## src/rtl/sdram_arbiter_pkg.sv

```systemverilog
// rtl/sdram_arbiter_pkg.sv - shared encodings and defaults for the two-master sdram arbiter
package sdram_arbiter_pkg;

    localparam int ADDR_W_DEF  = 24;
    localparam int DATA_W_DEF  = 16;
    localparam int TIMEOUT_DEF = 1023;
    localparam int TIMER_W     = 10;

    typedef enum logic [1:0] {
        ST_IDLE = 2'd0,
        ST_BUSY = 2'd1,
        ST_DONE = 2'd2
    } state_e;

    typedef enum logic {
        OP_RD = 1'b0,
        OP_WR = 1'b1
    } op_e;

    function automatic logic [1:0] onehot2(input logic idx);
        return idx ? 2'b10 : 2'b01;
    endfunction

endpackage

```

## src/rtl/sdram_arbiter_if.sv

```systemverilog
// rtl/sdram_arbiter_if.sv - master-side, controller-side and status signals of the arbiter
interface sdram_arbiter_if #(
    parameter int ADDR_W = 24,
    parameter int DATA_W = 16
);
    logic [ADDR_W-1:0] m0_address;
    logic [DATA_W-1:0] m0_data_in;
    logic              m0_read_req;
    logic              m0_write_req;
    logic [DATA_W-1:0] m0_data_out;
    logic              m0_read_ack;
    logic              m0_write_ack;
    logic              m0_err;

    logic [ADDR_W-1:0] m1_address;
    logic [DATA_W-1:0] m1_data_in;
    logic              m1_read_req;
    logic              m1_write_req;
    logic [DATA_W-1:0] m1_data_out;
    logic              m1_read_ack;
    logic              m1_write_ack;
    logic              m1_err;

    logic [ADDR_W-1:0] mem_address;
    logic [DATA_W-1:0] mem_data_in;
    logic [DATA_W-1:0] mem_data_out;
    logic              mem_read_req;
    logic              mem_read_ack;
    logic              mem_write_req;
    logic              mem_write_ack;
    logic              mem_write_en;
    logic              mem_write_latch_address;

    logic [1:0]        grant;
    logic              timeout_flag;
    logic              timeout_clr;

    // Arbiter side: serves the masters, drives the controller.
    modport slave (
        input  m0_address, m0_data_in, m0_read_req, m0_write_req,
        output m0_data_out, m0_read_ack, m0_write_ack, m0_err,
        input  m1_address, m1_data_in, m1_read_req, m1_write_req,
        output m1_data_out, m1_read_ack, m1_write_ack, m1_err,
        output mem_address, mem_data_in, mem_read_req, mem_write_req,
        output mem_write_en, mem_write_latch_address,
        input  mem_data_out, mem_read_ack, mem_write_ack,
        output grant, timeout_flag,
        input  timeout_clr
    );

    modport master (
        output m0_address, m0_data_in, m0_read_req, m0_write_req,
        input  m0_data_out, m0_read_ack, m0_write_ack, m0_err,
        output m1_address, m1_data_in, m1_read_req, m1_write_req,
        input  m1_data_out, m1_read_ack, m1_write_ack, m1_err,
        input  mem_address, mem_data_in, mem_read_req, mem_write_req,
        input  mem_write_en, mem_write_latch_address,
        output mem_data_out, mem_read_ack, mem_write_ack,
        input  grant, timeout_flag,
        output timeout_clr
    );
endinterface

```

## src/rtl/sdram_arbiter_rr_pick2.sv

```systemverilog
// rtl/sdram_arbiter_rr_pick2.sv - combinational round-robin choice between two pending masters
module rr_pick2 (
    input  logic [1:0] pending_i,
    input  logic       last_i,
    output logic       valid_o,
    output logic       idx_o
);
    assign valid_o = |pending_i;
    // On a tie the master not served last wins; otherwise the only pending one.
    assign idx_o   = (pending_i == 2'b11) ? ~last_i : pending_i[1];
endmodule

```

## src/rtl/sdram_arbiter.sv

```systemverilog
// rtl/sdram_arbiter.sv - round-robin two-master arbiter in front of the single-word sdram port
module sdram_arbiter
    import sdram_arbiter_pkg::*;
#(
    parameter int ADDR_W  = ADDR_W_DEF,
    parameter int DATA_W  = DATA_W_DEF,
    parameter int TIMEOUT = TIMEOUT_DEF
) (
    input  logic            sys_clk,
    input  logic            sys_rst_n,
    sdram_arbiter_if.slave  bus
);
    localparam logic [TIMER_W-1:0] TIMEOUT_C = TIMER_W'(TIMEOUT);

    logic [1:0] rd_req, wr_req, pending;
    logic       pick_valid, pick_idx;

    assign rd_req  = {bus.m1_read_req,  bus.m0_read_req};
    assign wr_req  = {bus.m1_write_req, bus.m0_write_req};
    assign pending = rd_req | wr_req;

    state_e             state_q;
    op_e                op_q;
    logic               owner_q;
    logic               last_q;
    logic [TIMER_W-1:0] timer_q;
    logic [ADDR_W-1:0]  mem_address_q;
    logic [DATA_W-1:0]  mem_data_in_q;
    logic               mem_rd_q;
    logic               mem_wr_q;
    logic [1:0]         grant_q;
    logic [1:0]         rd_ack_q;
    logic [1:0]         wr_ack_q;
    logic [1:0]         err_q;
    logic [DATA_W-1:0]  data_out_q [2];
    logic               timeout_flag_q;

    rr_pick2 u_pick (
        .pending_i (pending),
        .last_i    (last_q),
        .valid_o   (pick_valid),
        .idx_o     (pick_idx)
    );

    logic              ack_match;
    logic              served_req;
    logic [ADDR_W-1:0] win_address;
    logic [DATA_W-1:0] win_data;

    // Only the ack of the operation in flight counts; the other one is ignored.
    assign ack_match   = (op_q == OP_WR) ? bus.mem_write_ack : bus.mem_read_ack;
    assign served_req  = (op_q == OP_WR) ? wr_req[owner_q] : rd_req[owner_q];
    assign win_address = pick_idx ? bus.m1_address : bus.m0_address;
    assign win_data    = pick_idx ? bus.m1_data_in : bus.m0_data_in;

    always_ff @(posedge sys_clk) begin
        if (!sys_rst_n) begin
            state_q        <= ST_IDLE;
            op_q           <= OP_RD;
            owner_q        <= 1'b0;
            last_q         <= 1'b1;
            timer_q        <= '0;
            mem_address_q  <= '0;
            mem_data_in_q  <= '0;
            mem_rd_q       <= 1'b0;
            mem_wr_q       <= 1'b0;
            grant_q        <= 2'b00;
            rd_ack_q       <= 2'b00;
            wr_ack_q       <= 2'b00;
            err_q          <= 2'b00;
            data_out_q[0]  <= '0;
            data_out_q[1]  <= '0;
            timeout_flag_q <= 1'b0;
        end else begin
            // A timeout raised below in the same cycle overrides this clear.
            if (bus.timeout_clr) begin
                timeout_flag_q <= 1'b0;
            end
            case (state_q)
                ST_IDLE: begin
                    if (pick_valid) begin
                        owner_q       <= pick_idx;
                        mem_address_q <= win_address;
                        mem_data_in_q <= win_data;
                        timer_q       <= '0;
                        grant_q       <= onehot2(pick_idx);
                        state_q       <= ST_BUSY;
                        // Write takes priority; a simultaneous read stays pending.
                        if (wr_req[pick_idx]) begin
                            op_q     <= OP_WR;
                            mem_wr_q <= 1'b1;
                        end else begin
                            op_q     <= OP_RD;
                            mem_rd_q <= 1'b1;
                        end
                    end
                end
                ST_BUSY: begin
                    timer_q <= timer_q + 1'b1;
                    if (ack_match || timer_q == TIMEOUT_C) begin
                        mem_rd_q <= 1'b0;
                        mem_wr_q <= 1'b0;
                        state_q  <= ST_DONE;
                        if (op_q == OP_WR) begin
                            wr_ack_q[owner_q] <= 1'b1;
                        end else begin
                            rd_ack_q[owner_q] <= 1'b1;
                        end
                        if (ack_match) begin
                            if (op_q == OP_RD) begin
                                data_out_q[owner_q] <= bus.mem_data_out;
                            end
                        end else begin
                            err_q[owner_q] <= 1'b1;
                            timeout_flag_q <= 1'b1;
                        end
                    end
                end
                ST_DONE: begin
                    if (!served_req && !bus.mem_read_ack && !bus.mem_write_ack) begin
                        rd_ack_q <= 2'b00;
                        wr_ack_q <= 2'b00;
                        err_q    <= 2'b00;
                        grant_q  <= 2'b00;
                        last_q   <= owner_q;
                        state_q  <= ST_IDLE;
                    end
                end
                default: state_q <= ST_IDLE;
            endcase
        end
    end

    assign bus.mem_address             = mem_address_q;
    assign bus.mem_data_in             = mem_data_in_q;
    assign bus.mem_read_req            = mem_rd_q;
    assign bus.mem_write_req           = mem_wr_q;
    assign bus.mem_write_en            = 1'b0;
    assign bus.mem_write_latch_address = 1'b0;
    assign bus.grant                   = grant_q;
    assign bus.timeout_flag            = timeout_flag_q;
    assign bus.m0_data_out             = data_out_q[0];
    assign bus.m0_read_ack             = rd_ack_q[0];
    assign bus.m0_write_ack            = wr_ack_q[0];
    assign bus.m0_err                  = err_q[0];
    assign bus.m1_data_out             = data_out_q[1];
    assign bus.m1_read_ack             = rd_ack_q[1];
    assign bus.m1_write_ack            = wr_ack_q[1];
    assign bus.m1_err                  = err_q[1];

endmodule

```

## src/flat_wrapper.sv

```systemverilog
// flat-port wrapper written by rule: the top's interface ports become plain ports
module sdram_arbiter_flat import sdram_arbiter_pkg::*;
#(
    parameter int ADDR_W  = ADDR_W_DEF,
    parameter int DATA_W  = DATA_W_DEF,
    parameter int TIMEOUT = TIMEOUT_DEF
)
  (sys_clk, sys_rst_n, bus_m0_address, bus_m0_data_in, bus_m0_read_req, bus_m0_write_req, bus_m0_data_out, bus_m0_read_ack, bus_m0_write_ack, bus_m0_err, bus_m1_address, bus_m1_data_in, bus_m1_read_req, bus_m1_write_req, bus_m1_data_out, bus_m1_read_ack, bus_m1_write_ack, bus_m1_err, bus_mem_address, bus_mem_data_in, bus_mem_read_req, bus_mem_write_req, bus_mem_write_en, bus_mem_write_latch_address, bus_mem_data_out, bus_mem_read_ack, bus_mem_write_ack, bus_grant, bus_timeout_flag, bus_timeout_clr);
  sdram_arbiter_if #(.ADDR_W(ADDR_W), .DATA_W(DATA_W)) bus_i ();
  input  logic sys_clk;
  input  logic sys_rst_n;
  input wire logic [$bits(bus_i.m0_address)-1:0] bus_m0_address;
  input wire logic [$bits(bus_i.m0_data_in)-1:0] bus_m0_data_in;
  input wire logic [$bits(bus_i.m0_read_req)-1:0] bus_m0_read_req;
  input wire logic [$bits(bus_i.m0_write_req)-1:0] bus_m0_write_req;
  output wire logic [$bits(bus_i.m0_data_out)-1:0] bus_m0_data_out;
  output wire logic [$bits(bus_i.m0_read_ack)-1:0] bus_m0_read_ack;
  output wire logic [$bits(bus_i.m0_write_ack)-1:0] bus_m0_write_ack;
  output wire logic [$bits(bus_i.m0_err)-1:0] bus_m0_err;
  input wire logic [$bits(bus_i.m1_address)-1:0] bus_m1_address;
  input wire logic [$bits(bus_i.m1_data_in)-1:0] bus_m1_data_in;
  input wire logic [$bits(bus_i.m1_read_req)-1:0] bus_m1_read_req;
  input wire logic [$bits(bus_i.m1_write_req)-1:0] bus_m1_write_req;
  output wire logic [$bits(bus_i.m1_data_out)-1:0] bus_m1_data_out;
  output wire logic [$bits(bus_i.m1_read_ack)-1:0] bus_m1_read_ack;
  output wire logic [$bits(bus_i.m1_write_ack)-1:0] bus_m1_write_ack;
  output wire logic [$bits(bus_i.m1_err)-1:0] bus_m1_err;
  output wire logic [$bits(bus_i.mem_address)-1:0] bus_mem_address;
  output wire logic [$bits(bus_i.mem_data_in)-1:0] bus_mem_data_in;
  output wire logic [$bits(bus_i.mem_read_req)-1:0] bus_mem_read_req;
  output wire logic [$bits(bus_i.mem_write_req)-1:0] bus_mem_write_req;
  output wire logic [$bits(bus_i.mem_write_en)-1:0] bus_mem_write_en;
  output wire logic [$bits(bus_i.mem_write_latch_address)-1:0] bus_mem_write_latch_address;
  input wire logic [$bits(bus_i.mem_data_out)-1:0] bus_mem_data_out;
  input wire logic [$bits(bus_i.mem_read_ack)-1:0] bus_mem_read_ack;
  input wire logic [$bits(bus_i.mem_write_ack)-1:0] bus_mem_write_ack;
  output wire logic [$bits(bus_i.grant)-1:0] bus_grant;
  output wire logic [$bits(bus_i.timeout_flag)-1:0] bus_timeout_flag;
  input wire logic [$bits(bus_i.timeout_clr)-1:0] bus_timeout_clr;
  assign bus_i.m0_address = bus_m0_address;
  assign bus_i.m0_data_in = bus_m0_data_in;
  assign bus_i.m0_read_req = bus_m0_read_req;
  assign bus_i.m0_write_req = bus_m0_write_req;
  assign bus_m0_data_out = bus_i.m0_data_out;
  assign bus_m0_read_ack = bus_i.m0_read_ack;
  assign bus_m0_write_ack = bus_i.m0_write_ack;
  assign bus_m0_err = bus_i.m0_err;
  assign bus_i.m1_address = bus_m1_address;
  assign bus_i.m1_data_in = bus_m1_data_in;
  assign bus_i.m1_read_req = bus_m1_read_req;
  assign bus_i.m1_write_req = bus_m1_write_req;
  assign bus_m1_data_out = bus_i.m1_data_out;
  assign bus_m1_read_ack = bus_i.m1_read_ack;
  assign bus_m1_write_ack = bus_i.m1_write_ack;
  assign bus_m1_err = bus_i.m1_err;
  assign bus_mem_address = bus_i.mem_address;
  assign bus_mem_data_in = bus_i.mem_data_in;
  assign bus_mem_read_req = bus_i.mem_read_req;
  assign bus_mem_write_req = bus_i.mem_write_req;
  assign bus_mem_write_en = bus_i.mem_write_en;
  assign bus_mem_write_latch_address = bus_i.mem_write_latch_address;
  assign bus_i.mem_data_out = bus_mem_data_out;
  assign bus_i.mem_read_ack = bus_mem_read_ack;
  assign bus_i.mem_write_ack = bus_mem_write_ack;
  assign bus_grant = bus_i.grant;
  assign bus_timeout_flag = bus_i.timeout_flag;
  assign bus_i.timeout_clr = bus_timeout_clr;
  sdram_arbiter #(.ADDR_W(ADDR_W), .DATA_W(DATA_W), .TIMEOUT(TIMEOUT)) u_core (.sys_clk(sys_clk), .sys_rst_n(sys_rst_n), .bus(bus_i));
endmodule
```

## config.mk

```make
export PLATFORM = sky130hd
export DESIGN_NAME = sdram_arbiter_flat
export DESIGN_NICKNAME = d
export VERILOG_FILES = /design/src/rtl/sdram_arbiter_pkg.sv /design/src/rtl/sdram_arbiter_if.sv /design/src/rtl/sdram_arbiter_rr_pick2.sv /design/src/rtl/sdram_arbiter.sv /design/src/flat_wrapper.sv
export SDC_FILE = /design/constraint.sdc
export NUM_CORES = 1
export LEC_CHECK = 0
export CORE_ASPECT_RATIO = 0.6
export CORE_MARGIN = 1.5
export CORE_UTILIZATION = 41
export CTS_CLUSTER_DIAMETER = 60
export DETAILED_ROUTE_END_ITERATION = 6
export PLACE_DENSITY = 0.88
export SLEW_MARGIN = 25
export SYNTH_ARGS = -nofsm -noshare
export SYNTH_HDL_FRONTEND = slang
export SYNTH_SLANG_ARGS = --single-unit
```

## constraint.sdc

```tcl
create_clock -name sys_clk -period 2.1 [get_ports sys_clk]
set_input_delay 0.42 -clock sys_clk [delete_from_list [all_inputs] [get_ports sys_clk]]
set_output_delay 0.42 -clock sys_clk [all_outputs]
set_load 0.05 [all_outputs]
```

Yosys cells after proc, flatten, opt, wreduce, memory -nomap -nowiden
Memory sizes are Yosys's and may differ from the RTL's.
Index checks and enable logic that the tools add are counted.
{"block": "word_totals", "ff_bits": 66, "mem_bits_rw": 32, "input_bits": 105, "output_inout_bits": 85, "wordCells": 112, "n_memories": 1}
{"memory": "u_core.data_out_q", "words": 2, "width": 16, "rd": 2, "rd_ports_with_merged_regs": 0, "write_ports": 2, "line_no": "sdram_arbiter.sv:35", "text": "logic [DATA_W-1:0] data_out_q [2];"}
{"block": "classes", "add_sub_neg": 1, "order_cmp": 3, "eq_ne": 12, "mux": 53, "n_bitwise": 5, "n_reduce_logical": 23}
{"operator": "$mux 16", "count": 2}
{"operator": "$mux 1", "count": 29}
{"operator": "$mux 24", "count": 1}
{"operator": "$mux 2", "count": 11}
{"operator": "$pmux 10 s2", "count": 1}
{"operator": "$reduce_and 4->1", "count": 5}
{"operator": "$pmux 2 s2", "count": 4}
{"operator": "$reduce_or 16->1", "count": 1}
{"operator": "$add 10x1->10 const B", "count": 1}
{"operator": "$eq 10x10->1 const B", "count": 1}
{"operator": "$mux 10", "count": 1}
{"operator": "$ne 2x1->1 const B", "count": 5}
{"operator": "$or 2x2->2", "count": 4}
{"operator": "$ne 2x2->1 const B", "count": 3}
{"operator": "$pmux 2 s3", "count": 1}
{"operator": "$reduce_and 2->1", "count": 3}
{"operator": "$reduce_and 3->1", "count": 2}
{"operator": "$reduce_bool 2->1", "count": 3}
{"operator": "$eq 2x2->1 const B", "count": 2}
{"operator": "$lt 1x2->1 const B", "count": 2}
{"operator": "$pmux 1 s2", "count": 2}
{"operator": "$logic_and 1x1->1", "count": 3}
{"operator": "$logic_not 1->1", "count": 3}
{"operator": "$eq 2x1->1 const B", "count": 1}
{"operator": "6 further kinds", "count": 6}

Longest topological paths before layout
Gate-level depths: netlist of the first run.
{"block": "logic_depth", "depth_word": 8, "mapped_depth": 6, "ltp_nobuf": 5}

By module
Synthesis of the first run repeated with hierarchy kept, for this count alone.
{"block": "hier_totals", "cells_unflattened": 389, "area_unflattened_um2": 4175.3}
{"module": "sdram_arbiter", "instances": 1, "cells_per_inst": 387, "area_each_um2": 4161.5, "seq_area_each_um2": 2282.2}
{"module": "rr_pick2", "instances": 1, "cells_per_inst": 2, "area_each_um2": 13.8, "seq_area_each_um2": 0.0}

Worst setup path after synthesis of the first run
OpenSTA, ideal clock, no wires.
{"block": "synth_timing", "path_type": "register to register", "startpoint": "register u_core.state_q[1]", "endpoint": "memory u_core.data_out_q[0][0] (enable)", "setup_time_ns": 0.375, "arrival_ns": 1.475, "required_time_ns": 1.725, "setup_slack_ns": 0.250, "path_stages_with_launch": 5, "n_path_buf": 1, "synth_period_minus_slack_ns": 1.850, "cell_sequence": "dfxtp_1 -> nand2b_1 -> buf_6 -> nor4_2 -> nand2b_1"}
{"item": "from (decl)", "line_no": "sdram_arbiter.sv:22", "text": "state_e state_q;"}
{"item": "from (signal assigned)", "line_no": "sdram_arbiter.sv:58", "text": "state_q <= ST_IDLE;"}
{"item": "from (signal assigned)", "line_no": "sdram_arbiter.sv:87", "text": "state_q <= ST_BUSY;"}
{"item": "from (signal assigned)", "line_no": "sdram_arbiter.sv:103", "text": "state_q <= ST_DONE;"}
{"item": "to (decl)", "line_no": "sdram_arbiter.sv:35"}

Final worst setup path of the first run
{"block": "layout_timing", "startpoint": "register u_core.mem_wr_q (netlist: u_core.bus.mem_write_req)", "endpoint": "output port bus_mem_write_req"}
{"item": "from (decl)", "line_no": "sdram_arbiter.sv:30", "text": "logic mem_wr_q;"}
{"item": "from (signal assigned)", "line_no": "sdram_arbiter.sv:66", "text": "mem_wr_q <= 1'b0;"}
{"item": "from (signal assigned)", "line_no": "sdram_arbiter.sv:91", "text": "mem_wr_q <= 1'b1;"}
{"item": "from (signal assigned)", "line_no": "sdram_arbiter.sv:102", "text": "mem_wr_q <= 1'b0;"}
{"item": "to (decl)", "line_no": "flat_wrapper.sv:31", "text": "output wire logic [$bits(bus_i.mem_write_req)-1:0] bus_mem_write_req;"}
No word-level cell between the ends.

==> results.md, run 1 <==
- # rows: 28
- DR vias: between 3,000 and 4,000
- WP data required: 1.68 ns
- Vias per cell: slightly above 5
- CTS tree: built
- Setup TNS: 0 ns
- P per Cell Area: 845 mW/mm2
- WP data arrival: ~1.5 ns
- Sink Count: 98
- Io pins: 190
- Pin slew with the least headroom to its limit: 0.690 ns
- I/O Buffers: approximately 190
- Async SR Flop Fraction: 0%
- Post-CTS Hold Fix Bufs: 0
- YS warnings: 0
- Synthesized cell area: 0.00413 mm2
- Worst Path Buf+Inv: 1
- Setup Buffers After CTS: 0
- Final Skew: 0.00760 ns
- Global route overflow: 0
- CP max FO: 3
- Final period util: 93.2%
- Leakage: roughly 2.6 nW
- Die area: about 0.011 mm2
- Remaining antenna violation count: 0
- WHS: around 0.48 ns
- P&R area growth vs syn: 57.6%
- Initial antenna violation count: 0
- Gr usage total: 21.2%
- # setup viols final: 0
- Unrepaired setup endpoints after global routing: false
- Worst hold path type: reg -> reg
- Max Cap Viol: 0
- Adder-cell share of the synthesized area: 0.303%
- Post-synthesis compound-gate area fraction: 15.2%
- Yosys cell types: 42
- Register area share after synthesis: a little under three fifths
- Clk slew on worst S/H paths: 0.07 ns
- Layout Nets: approximately 690
- Layout cells sized above 1: 5.76%
- Final wirelength: 11,400 um
- Yosys reg bits: 98
- Pins Over Slew Limit: 0
- WL per Instance: 15.7 um
- Setup crit end kind: primary output
- Core Box Area: 0.00984 mm2
- FMAX: 0.511 GHz
- Post-synth EDFFs: 32
- Worst Slack Setup Final: about 0.14 ns
- Post-Synthesis Cells: 400
- Period minus WS final: 1.96 ns
- Outcome: complete, no violations
- Worst Setup Start Kind: flip-flop
- Starting DRT DRC Count: 214
- Commonest non-fill, non-tap cell in the layout: clkdlybuf4s50_1
- H-tree Lvls: 3
- Worst skew pair latency: 0.34 ns
- WS Path Type: reg -> out
- Crit path max-delay family: buffers and inverters
- Inserted Clock Buffers: 9
- Xor/xnor cell area share of the yosys netlist: 0.636%
- Post-route cell area: 0.00651 mm2
- Die Width: 133 um
- Drt drc: 0
- Post-Syn Area per Cell: 10.3 um2
- Final hold violations: 0
- Mux share of post-synthesis cell area: 10.7%
- First-pass GRT wire length: 18,000 um
- N_diodes: 0
- Die Ht: 80.8 um
- Synth Flop Type: dfxtp_1
- Slew margin rel.: 53.9%
- CTS root buf: clkbuf_16
- CP max-delay cell: clkdlybuf4s50_1
- GP Congestion: approximately 0.84
- Simple-gate portion of the synthesized area: 14.0%
- Largest stage delay on the critical path: 0.84 ns
- Commonest cells after routing, fill and taps aside: 187 x clkdlybuf4s50_1, 66 x dfxtp_1, 48 x a21oi_1, 45 x o21ai_0, 44 x mux2i_1
- CP Cell Sequence: clkdlybuf4s50_1
- Cell Area, Placed: 0.00621 mm2
- Clock tree buffer depth: 2
- Peak VDD IR: 0.457 mV
- DRT Pass-1 Iters: 5
- Setup Slack @ Placement: -0.0777 ns
- Initial Util: 42.0%
- Vias in the first global route: 3,738
- Largest family of logic cells by synthesized area: compound AO/OA/AOI/OAI gates
- Fill cell count: 753
- Post-cts resize count: 0
- Largest net degree at the start of global routing: 68
- DP HPWL: 8520 um
cell usage after synthesis, drive strengths merged (4+ instances only):
master / count / share of area (%)
dfxtp: 66 / 32
a21oi: 48 / 5.8
o21ai: 48 / 5.8
mux2i: 44 / 11
and2: 33 / 5.0
edfxtp: 32 / 23
clkbuf: 19 / 1.7
nor2: 16 / 1.5
nand2: 15 / 1.4
buf: 11 / 1.8
nand3: 11 / 1.3
a31oi: 7 / 1.1
inv: 5 / 0.45
nand2b: 5 / 0.76
nor4: 5 / 1.4
nor3: 4 / 0.48
layout make-up:
class / count / area (um2) / area share (%)
sequential: 98 / 2280 / 35.0
timing repair buffer: 203 / 2030 / 31.2
multi-input combinational: 268 / 1710 / 26.2
clock buffer: 13 / 240 / 3.69
tap: 135 / 169 / 2.59
clock inverter: 3 / 65.1 / 0.999
inverter: 5 / 18.8 / 0.288
per-stage QoR:
stage,std cells,power [mW],util (%)
2_1_floorplan,401,3.20,-
3_3_place_gp,709,3.79,63.1
3_5_place_dp,709,3.83,63.1
4_1_cts,725,5.53,66.2
5_1_grt,725,5.70,66.2
6_report,725,5.50,66.2
report_power, final:
group | total [mW] | leakage (nW) | switching, mW | internal, mW
Clock | 1.71 | 0.148 | 0.667 | 1.04
Combinational | 1.57 | 1.54 | 0.967 | 0.600
Sequential | 2.22 | 0.876 | 0.0947 | 2.13
sequential cells by signal, indices dropped and copies added, names as in the netlist:
| signal | count |
|---|---|
| u_core.data_out_q | 32 |
| u_core.bus.mem_address | 24 |
| u_core.bus.mem_data_in | 16 |
| u_core.timer_q | 10 |
| u_core.bus.grant | 2 |
| u_core.err_q | 2 |
| u_core.rd_ack_q | 2 |
| u_core.state_q | 2 |
| u_core.wr_ack_q | 2 |
| u_core.bus.mem_read_req | 1 |
| u_core.bus.mem_write_req | 1 |
| u_core.bus.timeout_flag | 1 |
| u_core.last_q | 1 |
| u_core.op_q | 1 |
| u_core.owner_q | 1 |
logic make-up after synthesis:
logic type | count (synthesis)
muxes | 44
and+or+nand+nor | 102
xor gates and xnor gates | 3
other | 1
AOI/OAI and AO/OA | 116
buffers and inverters | 35
DFF | 98
adders and majority gates | 1
final timing paths:
path	from	end	slack [ns]	cells after the start
hold / removal	u_core.bus.mem_read_req$_SDFFE_PN0P_	u_core.bus.mem_read_req$_SDFFE_PN0P_	0.48	2
setup reg to reg	u_core.state_q[1]$_SDFFE_PN0P_	u_core.bus.mem_write_req$_SDFFE_PN0P_	0.33	5
hold reg to reg	u_core.bus.mem_read_req$_SDFFE_PN0P_	u_core.bus.mem_read_req$_SDFFE_PN0P_	0.48	2
setup / recovery	u_core.bus.mem_write_req$_SDFFE_PN0P_	bus_mem_write_req	0.14	1
worst min-delay path: stages (launching register included):
cell	delay (ns)
dfxtp_1	0.31
inv_1	0.05
a2111oi_0	0.07
layer usage:
metal  track usage (%)  up-vias  routed length (um)
li1                  -     1816                   -
met1              26.0     1758                4900
met2              37.1      119                5650
met3              4.81       14                 638
met4              8.46        0                 183
met5                 0        -                   0
Power figures use the tool's default switching activity.
==> inputs of run 2 (changes only) <==
--- a/config.mk
+++ b/config.mk
@@ -8,7 +8,6 @@
 export CORE_ASPECT_RATIO = 0.6
 export CORE_MARGIN = 1.5
 export CORE_UTILIZATION = 41
-export CTS_CLUSTER_DIAMETER = 60
 export DETAILED_ROUTE_END_ITERATION = 6
 export PLACE_DENSITY = 0.88
 export SLEW_MARGIN = 25
==> results of run 2 <==
The final DEF is identical to that of run 1; final timing and power are the same.
==> edit 1 (settings of run 1) <==
Put a register stage on the output `bus.m1_err`. The value now appears one clock later.
--- a/src/rtl/sdram_arbiter.sv
+++ b/src/rtl/sdram_arbiter.sv
@@ -147,5 +147,7 @@
     assign bus.m1_read_ack             = rd_ack_q[1];
     assign bus.m1_write_ack            = wr_ack_q[1];
-    assign bus.m1_err                  = err_q[1];
+    always_ff @(posedge sys_clk) begin
+        bus.m1_err <= err_q[1];
+    end
 
 endmodule
Behaviour: no difference found for any inputs over 4 cycles, from zero or initial values and one cycle with sys_rst_n low; that may be too few to reach the edited logic, so the function may still have changed.
==> edit 1 against run 1 <==
Clock power is 2% higher; first-iteration DRC count is 46% lower; area after synthesis decreased by 3.5%; non-clock buffer count up 1; worst setup slack lost 0.047 ns; sequential cell count grew 1; routed wire length fell by 6.2%; design area is 1.5% lower; power shrank 2.8%; utilization grew 2.6 points.
==> edit 1: results (changes against run 1) <==
- Synth async-reset ratio: 0 (unchanged)
- Max_slew headroom: 0.422 (was 0.539)
- Top post-synthesis cells by area: dfxtp_1 (34%), edfxtp_1 (24%), and2_1 (12%) (was dfxtp_1 (32%), edfxtp_1 (23%), mux2i_1 (11%))
- WHS Endpoint: u_core.bus.m1_err$_DFF_P_ (was u_core.bus.mem_read_req$_SDFFE_PN0P_)
- GRT Resource Usage Total: 0.211 (was 0.212)
- VDD IR max: 476 uV (was 457 uV)
- Worst R2R Setup Slack: 0.09 ns (was 0.33 ns)
- TritonRoute pass-1 iters: 6 (was 5)
- Critical path fanouts, max: 16 (was 3)
- Total setup buffers inserted after CTS: 0 (unchanged)
- R2r worst-path depth: 4 (was 5)
- Global-route wire length before repair: 16700 um (was 18000 um)
- Status: completed (unchanged)
- Layout Nets: 644 (was 691)
- Final GP Congestion: 0.819 (was 0.840)
- Top cells by count, synth: and2_1 (75), dfxtp_1 (67), a221o_1 (40), edfxtp_1 (32), nor2_1 (17) (was dfxtp_1 (66), a21oi_1 (48), o21ai_0 (45), mux2i_1 (44), and2_1 (33))
- Antenna violations before repair: 0 (unchanged)
- Worst path top cell family by delay: simple AND/OR/NAND/NOR gates (was buffers and inverters)
- Number of diodes: 0 (unchanged)
- Sequential cell area fraction in the yosys report: 0.577 (was 0.552)
- Worst R2R End: u_core.data_out_q[0][3]$_SDFFCE_PN0P_ (was u_core.bus.mem_write_req$_SDFFE_PN0P_)
- Worst path slowest cell: nor2_1 (was clkdlybuf4s50_1)
- # fillers: 686 (was 753)
- EDFF count, synth: 32 (unchanged)
- Count of cell types in the netlist: 51 (was 42)
- Critical R2R Launch: u_core.state_q[0]$_SDFFE_PN0P_ (was u_core.state_q[1]$_SDFFE_PN0P_)
- Main flop type after synthesis: dfxtp_1 (unchanged)
- Hold_sp: u_core.err_q[1]$_SDFFE_PN0P_ (was u_core.bus.mem_read_req$_SDFFE_PN0P_)
- Yosys warning count: 0 (unchanged)
- Max reg flops: 32 (unchanged)
- Crit-path max cell delay: 0.70 ns (was 0.84 ns)
- Via-to-Cell Ratio: 5.10 (was 5.11)
- Initial DRC count: 116 (was 214)
- Static leakage: 2.42 nW (was 2.56 nW)
- Top reg by flops: u_core.data_out_q (unchanged)
- Vias in the first global route: 3466 (was 3738)
- Number of cells on the worst hold path: 0 (was 2)
- Post-DP HPWL: 8260 um (was 8520 um)
- CP Data Arrival Time: 2.21 ns (was 1.54 ns)
- Routed wire length: 10700 um (was 11400 um)
- Area after DPL: 6100 sq um (was 6210 sq um)
- Largest net degree at the start of global routing: 42 (was 68)
- Hold buffer count at cts: 0 (unchanged)
- Clk_skew: 0.00808 ns (was 0.00760 ns)
- Fraction of layout cells with a size suffix above 1: 0.0718 (was 0.0576)
- CTS H-Tree Depth: 3 (unchanged)
- PostCTS Resize Cnt: 0 (unchanged)
-- edit 1: cell types whose count changed after synthesis, sizes merged, moves of 3 or more --
cell,delta
a31oi,-5
and2,+42
xor2,+3
nand2,-7
nand3,-8
clkbuf,-6
a21boi,+5
o21ai,-41
a221o,+40
a21oi,-42
mux2i,-43
nand4,+4
-- edit 1: worst max path at each step --
stage	startpoint	endpoint	slack, ns	cells past startpoint
global placement	bus_mem_read_ack	u_core.data_out_q[0][1]$_SDFFCE_PN0P_	-0.02	4
finish	u_core.state_q[0]$_SDFFE_PN0P_	u_core.data_out_q[0][3]$_SDFFCE_PN0P_	0.09	4
CTS	u_core.state_q[0]$_SDFFE_PN0P_	u_core.data_out_q[0][7]$_SDFFCE_PN0P_	0.10	4
detailed placement	bus_mem_read_ack	u_core.data_out_q[0][3]$_SDFFCE_PN0P_	-0.15	4
floorplan	sys_rst_n	u_core.data_out_q[0][0]$_SDFFCE_PN0P_	-0.33	3
global route	u_core.state_q[0]$_SDFFE_PN0P_	u_core.data_out_q[1][10]$_SDFFCE_PN0P_	-0.08	4
-- edit 1: layout make-up --
| type | instances | area (sq um) | area share |
|---|---|---|---|
| Clock buffer | 10 | 229 | 0.0357 |
| Clock inverter | 6 | 88.8 | 0.0139 |
| Inverter | 4 | 15.0 | 0.00234 |
| Multi-Input combinational cell | 220 | 1570 | 0.244 |
| Sequential cell | 99 | 2300 | 0.359 |
| Tap cell | 130 | 163 | 0.0254 |
| Timing Repair Buffer | 204 | 2050 | 0.320 |
-- edit 1: kinds of logic after synthesis --
group | share of synthesized area
flip-flops | 0.577
adder cells (fa/ha/maj) | 0.00313
AND/OR/NAND/NOR | 0.201
XOR/XNOR | 0.00878
buffers and inverters | 0.0317
other | 0.000940
AO/OA/AOI/OAI | 0.167
multiplexers | 0.0110
-- edit 1: metrics by stage --
stage          setup WS (ns)  hold WS, ns  instances   util  power, mW
3_3_place_gp         -0.0244        0.347        657  0.654       3.62
2_1_floorplan         -0.330        0.331        345      -       3.04
4_1_cts                0.104        0.362        673  0.688       5.40
6_report              0.0945        0.363        673  0.688       5.35
5_1_grt              -0.0789        0.371        673  0.688       5.54
3_5_place_dp          -0.154        0.352        657  0.654       3.65
-- edit 1: worst register-to-register path, cell delays in order, from the launching register on --
cell	delay, ns
dfxtp_1	0.43
nor3b_2	0.30
nand3_1	0.20
nor2_1	0.70
and2_1	0.24
-- edit 1: where the power goes --
part           switching, mW  total [mW]  internal (mW)
Clock                  0.701        1.75           1.05
Sequential            0.0919        2.22           2.13
Combinational          0.794        1.38          0.585
-- edit 1: routing by layer --
metal / wire (um) / track usage / vias up
li1: - / - / 1660
met1: 4400 / 0.239 / 1633
met2: 5360 / 0.370 / 126
met3: 737 / 0.0717 / 14
met4: 173 / 0.0802 / 0
met5: 0 / 0 / -
==> edit 2 (settings of run 1) <==
Without the edit above. `TIMER_W`: 10 -> 20.
--- a/src/rtl/sdram_arbiter_pkg.sv
+++ b/src/rtl/sdram_arbiter_pkg.sv
@@ -5,5 +5,5 @@
     localparam int DATA_W_DEF  = 16;
     localparam int TIMEOUT_DEF = 1023;
-    localparam int TIMER_W     = 10;
+    localparam int TIMER_W     = 20;
 
     typedef enum logic [1:0] {
Formal check against the unedited RTL: same outputs for any inputs over 4 cycles, from zero or initial values and one cycle with sys_rst_n low; that may be too few to reach the edited logic, so the function may still have changed.
==> edit 2 against run 1 <==
The run now ends with DRC left; area after synthesis is 12% higher; design area is 10% higher; critical path depth stayed put; sequential cell count is 10 higher; routed wire length is 17% higher; via count is 15% higher; power is 16% higher; worst setup slack worse by 0.063 ns; largest power group unchanged.
==> edit 2: results (changes against run 1) <==
- Via-to-Cell Ratio: 5.33 (was 5.11)
- Maximum clock insertion buffer count: 2 (unchanged)
- Internal power: 4.13 mW (was 3.77 mW)
- Initial DRC count: 260 (was 214)
- Worst R2R End: u_core.bus.grant[1]$_SDFFE_PN0P_ (was u_core.bus.mem_write_req$_SDFFE_PN0P_)
- CP Data Arrival Time: 1.60 ns (was 1.54 ns)
- Initial core utilization: 0.430 (was 0.420)
- Layout Nets: 759 (was 691)
- Top cells by count, synth: dfxtp_1 (76), nor2_1 (70), mux2i_1 (42), a211oi_1 (40) (was dfxtp_1 (66), a21oi_1 (48), o21ai_0 (45), mux2i_1 (44), and2_1 (33))
- Seq group: 2.50 mW (was 2.22 mW)
- Number of diodes: 0 (unchanged)
- EDFF count, synth: 32 (unchanged)
- Top post-synthesis cells by area: dfxtp_1 (33%), edfxtp_1 (21%), mux2i_1 (9.1%) (was dfxtp_1 (32%), edfxtp_1 (23%), mux2i_1 (11%))
- Max_slew headroom: 0.624 (was 0.539)
- Hold WC Path Type: flip-flop to flip-flop (unchanged)
- Worst path top cell family by delay: buffers and inverters (unchanged)
- Critical R2R Launch: u_core.owner_q$_SDFFE_PN0P_ (was u_core.state_q[1]$_SDFFE_PN0P_)
- Clock Root Buffer: clkbuf_16 (unchanged)
- Fraction of layout cells with a size suffix above 1: 0.0957 (was 0.0576)
- Top reg by flops: u_core.data_out_q (unchanged)
- Failing checks: DRC
- Number of cells on the worst hold path: 2 (unchanged)
- Worst R2R Setup Slack: 0.09 ns (was 0.33 ns)
- Clk_skew: 0.00586 ns (was 0.00760 ns)
- Count of cell types in the netlist: 51 (was 42)
- Static leakage: 2.90 nW (was 2.56 nW)
- Status: finished with violations (was completed)
- GRT Resource Usage Total: 0.228 (was 0.212)
- Combinational share of power: 0.342 (was 0.285)
- Synth async-reset ratio: 0 (unchanged)
- Residual DRC count: 12 (was 0)
- WHS Endpoint: u_core.bus.timeout_flag$_SDFF_PN0_ (was u_core.bus.mem_read_req$_SDFFE_PN0P_)
- TritonRoute pass-1 iters: 7 (was 5)
- Vias in the first global route: 4143 (was 3738)
- Worst-path clk slew: 0.07 ns (about the same)
- CTS H-Tree Depth: 3 (unchanged)
- Largest net degree at the start of global routing: 41 (was 68)
- Hold_sp: u_core.bus.timeout_flag$_SDFF_PN0_ (was u_core.bus.mem_read_req$_SDFFE_PN0P_)
- Post-DP HPWL: 10200 um (was 8520 um)
- Final GP Congestion: 0.832 (was 0.840)
- Global-route wire length before repair: 21100 um (was 18000 um)
- Max reg flops: 32 (unchanged)
- VDD IR max: 422 uV (was 457 uV)
- Routed WL per cell: 16.6 um (was 15.7 um)
- Crit-path max cell delay: 0.84 ns (about the same)
- Sequential cell area fraction in the yosys report: 0.538 (was 0.552)
- Setup WS pre-CTS: -0.408 ns (was -0.0777 ns)
- Critical path fanouts, max: 2 (was 3)
- Hold WS: 0.495 ns (was 0.477 ns)
==> edit 2: cell count changes after synthesis, moves of 4 or more <==
cell and change:
nand4_1 +7, and3_1 +4, clkbuf_1 +7, nor2_1 +54, nor4_1 +4, a211oi_1 +40
a21oi_1 -32, o21ai_0 -39, buf_2 -5, dfxtp_1 +10, nor4_2 -4
==> edit 2: metal layers <==
layer | global-route usage | part of all wire | vias up
li1 | - | - | 2047
met1 | 0.290 | 0.42 | 1968
met2 | 0.391 | 0.48 | 221
met3 | 0.0547 | 0.083 | 15
met4 | 0.0622 | 0.015 | 0
met5 | 0 | 0 | -
==> edit 2: area by class of cell <==
type,count,area (sq um)
clock buffer,9,225
clock inverter,7,75.1
fill,819,3550
inverter,4,15.0
multi-input combinational,311,2040
sequential,108,2480
tap,139,174
timing repair buffer,219,2180
==> edit 2: how the worst max path moves through the flow <==
| stage | start | endpoint | slack, ns | depth (start not counted) |
|---|---|---|---|---|
| 2_1_floorplan | u_core.state_q[1]$_SDFFE_PN0P_ | u_core.data_out_q[1][0]$_SDFFCE_PN0P_ | 0.06 | 3 |
| 3_3_place_gp | bus_m1_write_req | u_core.bus.grant[1]$_SDFFE_PN0P_ | -0.33 | 6 |
| 3_5_place_dp | bus_m1_read_req | u_core.bus.mem_data_in[11]$_SDFFE_PN0P_ | -0.41 | 7 |
| 4_1_cts | bus_m1_read_req | u_core.bus.grant[1]$_SDFFE_PN0P_ | 0.03 | 6 |
| 5_1_grt | u_core.owner_q$_SDFFE_PN0P_ | u_core.last_q$_SDFFE_PN1P_ | 0.03 | 5 |
| 6_report | u_core.bus.grant[1]$_SDFFE_PN0P_ | bus_grant[1] | 0.08 | 1 |
==> edit 2: per-stage QoR <==
step | std cells | cell area [sq um] | util | total power [mW]
2_1_floorplan | 455 | 4620 | - | 3.82
3_3_place_gp | 779 | 6830 | 0.636 | 4.62
3_5_place_dp | 779 | 6830 | 0.636 | 4.69
4_1_cts | 797 | 7150 | 0.665 | 6.41
5_1_grt | 797 | 7190 | 0.669 | 6.64
6_report | 797 | 7190 | 0.669 | 6.38
==> edit 2: cells by family (layout without fill, tap and decap cells) <==
| family | count (synthesis) | count (layout) | synth area share |
|---|---|---|---|
| xor gates and xnor gates | 6 | 6 | 0.0114 |
| and+or+nand+nor | 172 | 172 | 0.187 |
| adders and majority gates | 1 | 1 | 0.00271 |
| DFF | 108 | 108 | 0.538 |
| AOI/OAI and AO/OA | 87 | 87 | 0.131 |
| buffers and inverters | 36 | 239 | 0.0331 |
| other | 1 | 2 | 0.000813 |
| muxes | 43 | 43 | 0.0960 |
==> edit 2: what timing repair did <==
item / in CTS / in global routing
buffers inserted: 2 / 0
hold endpoints to repair: 0 / 0
endpoints found under the setup margin: 10 / 19
gates resized for setup: 1 / 9
gates cloned: 0 / 0
pin swaps: 1 / 3
